## config.mk

```make
export PLATFORM = sky130hd
export DESIGN_NAME = pwm_multi_channel_flat
export DESIGN_NICKNAME = d
export VERILOG_FILES = /design/src/rtl/pwm_multi_channel_if.sv /design/src/rtl/pwm_multi_channel.sv /design/src/flat_wrapper.sv
export SDC_FILE = /design/constraint.sdc
export NUM_CORES = 1
export LEC_CHECK = 0
export BUFFER_PORTS_ARGS = -buffer_cell sky130_fd_sc_hd__buf_2
export CORE_UTILIZATION = 66
export CTS_CLUSTER_DIAMETER = 120
export DETAILED_ROUTE_END_ITERATION = 10
export MAX_ROUTING_LAYER = met4
export PLACE_DENSITY = 0.82
export SKIP_LAST_GASP = 1
export SLEW_MARGIN = 5
export SYNTH_ARGS = -nofsm -noshare
export SYNTH_HDL_FRONTEND = slang
export SYNTH_SLANG_ARGS = --single-unit
```

## constraint.sdc

```tcl
create_clock -name clk -period 4.8 [get_ports clk]
set_input_delay 0.96 -clock clk [delete_from_list [all_inputs] [get_ports clk]]
set_output_delay 0.96 -clock clk [all_outputs]
set_load 0.02 [all_outputs]
```

## src/rtl/pwm_multi_channel_if.sv

```systemverilog
// -----------------------------------------------------------------------------
// pwm_multi_channel_if
//
// Bundles the control, duty-write and output signals of the multi-channel PWM
// generator. The register file side drives through the master modport and the
// PWM core receives through the slave modport.
//
// Signals:
//   en_out       per-channel output enable
//   en_pwm       per-channel PWM enable (0 = static high while en_out=1)
//   duty_wr_en   one-cycle duty write strobe
//   duty_wr_ch   target channel of the duty write
//   duty_wr_data new duty value
//   prescale     counter advances once every prescale+1 clk cycles
//   center_mode  0 = edge-aligned, 1 = center-aligned (taken at period boundary)
//   period_start one-cycle pulse on each period boundary
//   out          registered channel outputs
// -----------------------------------------------------------------------------
interface pwm_multi_channel_if #(
   parameter int NUM_CH  = 16,
   parameter int CNT_W   = 8,
   parameter int PRESC_W = 4
);
   localparam int CH_W = (NUM_CH > 1) ? $clog2(NUM_CH) : 1;

   logic [NUM_CH-1:0]  en_out;
   logic [NUM_CH-1:0]  en_pwm;
   logic               duty_wr_en;
   logic [CH_W-1:0]    duty_wr_ch;
   logic [CNT_W-1:0]   duty_wr_data;
   logic [PRESC_W-1:0] prescale;
   logic               center_mode;
   logic               period_start;
   logic [NUM_CH-1:0]  out;

   modport master (
      output en_out, en_pwm, duty_wr_en, duty_wr_ch, duty_wr_data,
             prescale, center_mode,
      input  period_start, out
   );

   modport slave (
      input  en_out, en_pwm, duty_wr_en, duty_wr_ch, duty_wr_data,
             prescale, center_mode,
      output period_start, out
   );
endinterface

```

## src/rtl/pwm_multi_channel.sv

```systemverilog
// -----------------------------------------------------------------------------
// pwm_multi_channel
//
// Multi-channel PWM generator with a shared prescaled counter, per-channel
// double-buffered duty values and edge- or center-aligned operation. Duty
// writes land in a pending buffer and are promoted to the active buffer only at
// a period boundary, so a period is never cut short or stretched by an update.
//
// Ports:
//   clk    system clock
//   rst_n  asynchronous active-low reset
//   bus    pwm_multi_channel_if.slave (controls in, period_start/out out)
// -----------------------------------------------------------------------------
module pwm_multi_channel #(
   parameter int NUM_CH  = 16,
   parameter int CNT_W   = 8,
   parameter int PRESC_W = 4
) (
   input  logic                      clk,
   input  logic                      rst_n,
   pwm_multi_channel_if.slave        bus
);

   localparam int CH_W = (NUM_CH > 1) ? $clog2(NUM_CH) : 1;

   localparam logic [CNT_W-1:0]   MAX       = '1;
   localparam logic [CNT_W-1:0]   CNT_ONE   = CNT_W'(1);
   localparam logic [PRESC_W-1:0] PRESC_ONE = PRESC_W'(1);
   // One bit wider than the index so NUM_CH itself is representable.
   localparam logic [CH_W:0]      NUM_CH_L  = (CH_W+1)'(NUM_CH);

   typedef enum logic {
      DIR_UP   = 1'b0,
      DIR_DOWN = 1'b1
   } dir_e;

   typedef logic [CNT_W-1:0] duty_arr_t [NUM_CH];

   // State
   logic [PRESC_W-1:0] presc_cnt_q, presc_cnt_d;
   logic [CNT_W-1:0]   cnt_q,       cnt_d;
   dir_e               dir_q,       dir_d;
   logic               mode_act_q,  mode_act_d;
   duty_arr_t          duty_pend_q, duty_pend_d;
   duty_arr_t          duty_act_q,  duty_act_d;
   logic               period_start_q;
   logic [NUM_CH-1:0]  out_q,       out_d;

   // Combinational helpers
   logic               tick;
   logic               boundary;
   logic               wr_valid;
   logic [NUM_CH-1:0]  pwm_raw;

   // ---------------------------------------------------------------------------
   // State register
   // ---------------------------------------------------------------------------
   // NOTE: sequential state uses non-blocking assignments so every register
   // samples the pre-edge value of every other register.
   always_ff @(posedge clk or negedge rst_n) begin
      if (!rst_n) begin
         presc_cnt_q    <= '0;
         cnt_q          <= '0;
         dir_q          <= DIR_UP;
         mode_act_q     <= 1'b0;
         // NOTE: the duty buffers are a small flop array, not a RAM, so they
         // are cleared with everything else; after reset every channel idles
         // at duty 0.
         duty_pend_q    <= '{default: '0};
         duty_act_q     <= '{default: '0};
         period_start_q <= 1'b0;
         out_q          <= '0;
      end else begin
         presc_cnt_q    <= presc_cnt_d;
         cnt_q          <= cnt_d;
         dir_q          <= dir_d;
         mode_act_q     <= mode_act_d;
         duty_pend_q    <= duty_pend_d;
         duty_act_q     <= duty_act_d;
         period_start_q <= boundary;
         out_q          <= out_d;
      end
   end

   // ---------------------------------------------------------------------------
   // Next-state logic
   // ---------------------------------------------------------------------------
   // NOTE: every variable gets a default before any branch so no path leaves
   // one unassigned and no latch is inferred.
   always_comb begin
      presc_cnt_d = presc_cnt_q;
      cnt_d       = cnt_q;
      dir_d       = dir_q;
      mode_act_d  = mode_act_q;
      duty_pend_d = duty_pend_q;
      duty_act_d  = duty_act_q;

      // ">=" rather than "==" so lowering prescale below the running count
      // produces an immediate tick instead of a wrap-around stall.
      tick     = (presc_cnt_q >= bus.prescale);
      boundary = tick && (mode_act_q ? ((cnt_q == CNT_ONE) && (dir_q == DIR_DOWN))
                                     : (cnt_q == MAX));
      wr_valid = bus.duty_wr_en && ({1'b0, bus.duty_wr_ch} < NUM_CH_L);

      presc_cnt_d = tick ? '0 : presc_cnt_q + PRESC_ONE;

      if (boundary) begin
         // New period: restart the ramp upward, latch mode and duties.
         cnt_d      = '0;
         dir_d      = DIR_UP;
         mode_act_d = bus.center_mode;
         duty_act_d = duty_pend_q;
      end else if (tick) begin
         if (!mode_act_q) begin
            cnt_d = cnt_q + CNT_ONE;
         end else if (dir_q == DIR_UP) begin
            if (cnt_q == MAX) begin
               cnt_d = MAX - CNT_ONE;
               dir_d = DIR_DOWN;
            end else begin
               cnt_d = cnt_q + CNT_ONE;
            end
         end else begin
            if (cnt_q == '0) begin
               cnt_d = CNT_ONE;
               dir_d = DIR_UP;
            end else begin
               cnt_d = cnt_q - CNT_ONE;
            end
         end
      end

      // A write landing on a boundary goes straight into the active buffer as
      // well, overriding whatever was pending for that channel.
      if (wr_valid) begin
         duty_pend_d[bus.duty_wr_ch] = bus.duty_wr_data;
         if (boundary) begin
            duty_act_d[bus.duty_wr_ch] = bus.duty_wr_data;
         end
      end
   end

   // ---------------------------------------------------------------------------
   // Output logic
   // ---------------------------------------------------------------------------
   always_comb begin
      pwm_raw = '0;
      for (int i = 0; i < NUM_CH; i++) begin
         // duty == MAX is forced high so full scale really means 100 %.
         pwm_raw[i] = (duty_act_q[i] == MAX) || (cnt_q < duty_act_q[i]);
      end
      out_d = bus.en_out & (~bus.en_pwm | pwm_raw);
   end

   assign bus.period_start = period_start_q;
   assign bus.out          = out_q;

endmodule

```

## src/flat_wrapper.sv

```systemverilog
// flat-port wrapper written by rule: the top's interface ports become plain ports
module pwm_multi_channel_flat 
#(
   parameter int NUM_CH  = 16,
   parameter int CNT_W   = 8,
   parameter int PRESC_W = 4
)
  (clk, rst_n, bus_en_out, bus_en_pwm, bus_duty_wr_en, bus_duty_wr_ch, bus_duty_wr_data, bus_prescale, bus_center_mode, bus_period_start, bus_out);
  pwm_multi_channel_if #(.NUM_CH(NUM_CH), .CNT_W(CNT_W), .PRESC_W(PRESC_W)) bus_i ();
  input  logic clk;
  input  logic rst_n;
  input wire logic [$bits(bus_i.en_out)-1:0] bus_en_out;
  input wire logic [$bits(bus_i.en_pwm)-1:0] bus_en_pwm;
  input wire logic [$bits(bus_i.duty_wr_en)-1:0] bus_duty_wr_en;
  input wire logic [$bits(bus_i.duty_wr_ch)-1:0] bus_duty_wr_ch;
  input wire logic [$bits(bus_i.duty_wr_data)-1:0] bus_duty_wr_data;
  input wire logic [$bits(bus_i.prescale)-1:0] bus_prescale;
  input wire logic [$bits(bus_i.center_mode)-1:0] bus_center_mode;
  output wire logic [$bits(bus_i.period_start)-1:0] bus_period_start;
  output wire logic [$bits(bus_i.out)-1:0] bus_out;
  assign bus_i.en_out = bus_en_out;
  assign bus_i.en_pwm = bus_en_pwm;
  assign bus_i.duty_wr_en = bus_duty_wr_en;
  assign bus_i.duty_wr_ch = bus_duty_wr_ch;
  assign bus_i.duty_wr_data = bus_duty_wr_data;
  assign bus_i.prescale = bus_prescale;
  assign bus_i.center_mode = bus_center_mode;
  assign bus_period_start = bus_i.period_start;
  assign bus_out = bus_i.out;
  pwm_multi_channel #(.NUM_CH(NUM_CH), .CNT_W(CNT_W), .PRESC_W(PRESC_W)) u_core (.clk(clk), .rst_n(rst_n), .bus(bus_i));
endmodule
```

Word-level counts from Yosys, hierarchy flattened
Index checks and enable logic that the tools add are counted.

Register bits after elaboration: 287. Word-level logic and storage cells: 126.

Bitwise operators: 4. Reduce and logical (&&, ||, !) cells: 23. Equal/unequal tests: 18. Add/sub/neg operators: 3. Order comparisons: 19. Muxes and demuxes: 21.

Operators by type and width (number): two-way mux 128 bit (3); bitwise mux 128 bit (2); == test 8 bit, second input constant (17); less-than comparator 8 bit (16); two-way mux 8 bit (7); demux 8 bit (select 4 bit) (1); AND 16 bit (1); logical OR 1 bit (16); NOT 16 bit (1); OR 16 bit (1); adder 8 x 1 -> 8 bit, second input constant (1); == test 8 x 1 -> 1 bit, second input constant (1); logical NOT 8 bit (1); subtractor 8 x 1 -> 8 bit, second input constant (1); two-way mux 1 bit (7); >= comparator 5 bit, second input constant (1); less-than comparator 5 x 1 -> 1 bit, second input constant (1); NOT 4 -> 5 bit (1); adder 4 x 1 -> 4 bit, second input constant (1); >= comparator 4 bit (1); two-way mux 4 bit (1); nonzero test 2 bit (2); logical AND 1 bit (3); AND reduction 2 bit (1).

Logic depth before layout (Yosys ltp)
Depth in word-level cells: 8. Gate-level depth with buffers: 9. Mapped depth without buffers: 7.

Worst setup path before layout
OpenSTA, ideal clock, no wires.

Path type: input-to-reg. Start: input bus_prescale[0]. End: register u_core.duty_act_q[100] in the netlist's numbering. Path buffers: 2. Slack: 2.061 ns. Stages on the path: 8. Data arrival time: 2.614 ns. Cell sequence: ha_1 > nand2b_4 > a2111oi_4 > or2_2 > a21oi_4 > buf_12 > buf_12 > mux2_4.

RTL lines: from (decl) (RTL line flat_wrapper.sv:17) `input wire logic [$bits(bus_i.prescale)-1:0] bus_prescale;`; to (signal assigned) (RTL line pwm_multi_channel.sv:79) `duty_act_q <= duty_act_d;`; to (decl) (RTL line pwm_multi_channel.sv:45) `duty_arr_t duty_act_q, duty_act_d;`.

==> run_results.csv <==
group,metric,value,unit
status,status,"finished clean",
layout,final-seq-area,7182,um^2
layout,fin_util,0.7449,
sta,worst_slew_pin_slew,0.9314,ns
clock_tree,cts_setup_buffers,0,
sta,holdWs,0.4928,ns
detailed_routing,drc,0,
layout,multi_input_area,7078,um^2
floorplan,die_area,23490,um^2
sta,fin_crit,3.128,ns
sta,fin_worst_skew,0.01542,ns
power,internal_power,0.004845,W
floorplan,core,22090,um^2
synth,yosysSeqAreaShare,0.4757,
detailed_routing,drt_first_pass_iters,5,
synth,syn-num-nets,1372,
setup_path,crit_fanout,96,
power,seqPwrFrac,0.418,
detailed_routing,drt.antenna.violating_nets,0,
sta,slew_headroom,0.3767,
setup_path,critPathLaunch,"u_core.cnt_q[6]",
power,power_density,426.9,nW/um^2
sta,drv_slew,0,
grt,grt_pass1_wl,52.75,mm
power,p_sw,0.002181,W
layout,nFillCells,1401,
clock_tree,clk_path_buf_depth,3,
sta,setup_viol,0,
detailed_routing,highest_layer,"met4",
layout,n_antenna_cell,0,
detailed_routing,met2_length,15.64,mm
place,hpwl,19.95,mm
clock_tree,clockRootBuffer,"clkbuf_16",
synth,yosys_warnings,0,
synth,ys_ff_latch,287,
min_path,hp-start,"u_core.duty_pend_q[117]",
sta,period_share,0.6516,
synth,synth-edff-count,0,
setup_path,cp.arrival,3.55,ns
power,p_sw_frac,0.3105,
place,gp_congestion,0.8384,
clock_tree,clkTransAtPathRegs,0.06,ns
synth,netlist_top_cells_count,"287 x dfrtp_1, 124 x mux2_2, 121 x inv_1",
grt,antenna_found_initial,0,
power,vdd_drop_max,0.4555,mV
setup_path,max_stage_delay,0.89,ns
clock_tree,cts_resized,0,
floorplan,fp-row-count,54,
setup_path,path_cells,"nand3_1 -> nor2_4 -> nand2_2 -> a21oi_4 -> buf_12 -> mux2_2",
detailed_routing,via_count,9527,
power,leakagePower,7.691,nW
detailed_routing,wl,32.32,mm
detailed_routing,vias_per_cell,6.068,
sta,fin_tns_setup,0,ns
synth,synth.most_common_cell,"dfrtp_1",
floorplan,start_util,0.6834,
detailed_routing,m1WireLength,14.47,mm
synth,synth.distinct_cells,67,
detailed_routing,wl_per_cell,20.59,um
synth,syn_avg_cell_area,12.58,um^2
clock_tree,clkLatencyLatePin,0.54,ns
clock_tree,cts.htree.levels,1,
clock_tree,cts-hold-fix-buffers,0,
synth,async_flop_share,1.000,
power,pwr-share-clk,0.311,
synth,yosysTopAreaCell,"dfrtp_1",
sta,grt_setup_unrepaired,"no",
clock_tree,cts_buffers,29,
run,drv_cap,0,
setup_path,worstSetupPathType,"register to register",
layout,stdcell_area,16460,um^2
detailed_routing,first_iter_violations,530,
setup_path,critPathLaunchType,"register",
setup_path,cpMaxStageDelayCell,"dfrtp_1",
floorplan,chipHeight,153.3,um
sta,final_hold_viol_count,0,
power,combPwrFrac,0.270,
detailed_routing,wl_met3,1.135,mm
layout,finalNetCount,1442,
floorplan,pin_count,69,
synth,synthCells,1200,
synth,synthTopCellsByArea,"dfrtp_1 48%, mux2_4 11%, ha_1 9.9%",
synth,synth_ff_type,"dfrtp_1",
min_path,hp-class,"register to register",
setup_path,path_buf_inv,1,
setup_path,reg2reg_from,"u_core.cnt_q[6]",
sta,max_freq,319.7,MHz
synth,synth_top_area_share,0.4757,
grt,grt_pass1_vias,9991,
floorplan,die_w,153.3,um
grt,grt_max_degree,121,
place,placed_cell_area,15540,um^2
clock_tree,cts.sinks,287,
setup_path,worstPathRequired,5.22,ns
setup_path,cp_top_family,"flip-flops",
clock_tree,cts_tree,"yes",
layout,drive_above_1_share,0.2984,
power,finalPower,0.007026,W
grt,grt.overflow.total,0,
synth,syn-cell-area,15100,um^2
layout,area_delta_synth_final,9.008,%
place,port_buffers,68,
grt,grtUsageTotal,0.2947,
setup_path,endpoint_kind,"register",
-- logic make-up (layout without fill, tap and decap cells) --
kind of cell	Yosys count	after routing	share of synthesized area
buffers and inverters	163	253	0.05552
multiplexers	258	258	0.2204
AND/OR/NAND/NOR	181	181	0.07077
AO/OA/AOI/OAI	189	189	0.07699
flip-flops	287	287	0.4757
adder cells (fa/ha/maj)	120	120	0.09944
XOR/XNOR	2	2	0.001160
-- worst register-to-register path, cell delays in order (launching register included) --
cell and delay (ns):
dfrtp_1 0.89, nand3_1 0.43, nor2_4 0.27, nand2_2 0.13, a21oi_4 0.21, buf_12 0.51
mux2_2 0.57
-- final timing paths --
| path | endpoint | slack [ns] | cells after the start |
|---|---|---|---|
| setup / recovery | u_core.duty_act_q[6] | 1.67 | 6 |
| min in group asynchronous | u_core.duty_pend_q[93] | 0.50 | 1 |
| setup reg to reg | u_core.duty_act_q[6] | 1.67 | 6 |
| hold / removal | u_core.duty_pend_q[117] | 0.49 | 1 |
| max in group asynchronous | u_core.duty_act_q[11] | 3.20 | 2 |
| hold reg to reg | u_core.duty_pend_q[117] | 0.49 | 1 |
-- placed cells by master, fill, tap and decap left out, drive strengths merged, types with 4 or more instances in the layout --
cell / synthesis / layout
and3: 6 / 6
dfrtp: 287 / 287
nand2: 25 / 25
nand4: 35 / 35
a21o: 32 / 32
a31oi: 18 / 18
clkinv: 0 / 9
mux2: 256 / 256
a21oi: 61 / 61
nand3b: 4 / 4
ha: 120 / 120
nor2: 39 / 39
buf: 22 / 81
o21ai: 54 / 54
inv: 121 / 121
nor3: 4 / 4
clkbuf: 20 / 38
nand2b: 21 / 21
nand3: 28 / 28
or3: 5 / 5
-- registers in the layout, summed over array words and instances (netlist names) --
signal,flops
u_core.bus.out,16
u_core.presc_cnt_q,4
u_core.cnt_q,8
u_core.bus.period_start,1
u_core.duty_act_q,128
u_core.dir_q,1
u_core.mode_act_q,1
u_core.duty_pend_q,128
-- per-stage QoR --
stage,cells,setup WS (ns)
after floorplan,1200,2.061
after global placement,1519,1.534
after detailed placement,1519,1.484
after CTS,1570,1.734
after global routing,1570,1.597
final,1570,1.672
-- area by class of cell --
class,count,share of cell area
clock buffer,38,0.04979
clock inverter,13,0.006158
inverter,121,0.02760
multi-input combinational,750,0.4301
sequential,287,0.4364
tap,280,0.02129
timing repair buffer,81,0.02874
-- power groups by stage --
stage                     combinational (W)  clock [W]  sequential (W)
after floorplan                     0.00124          0         0.00301
after global placement              0.00178          0         0.00296
after detailed placement            0.00188          0         0.00298
after CTS                           0.00190    0.00221         0.00294
after global routing                0.00212    0.00232         0.00297
final                               0.00190    0.00219         0.00294
-- metal layers --
layer,vias to the layer above,global-route usage
li1,4400,-
met2,234,0.4723
met5,-,-
met4,0,0.1092
met1,4816,0.3888
met3,77,0.03289
Power figures use the tool's default switching activity.
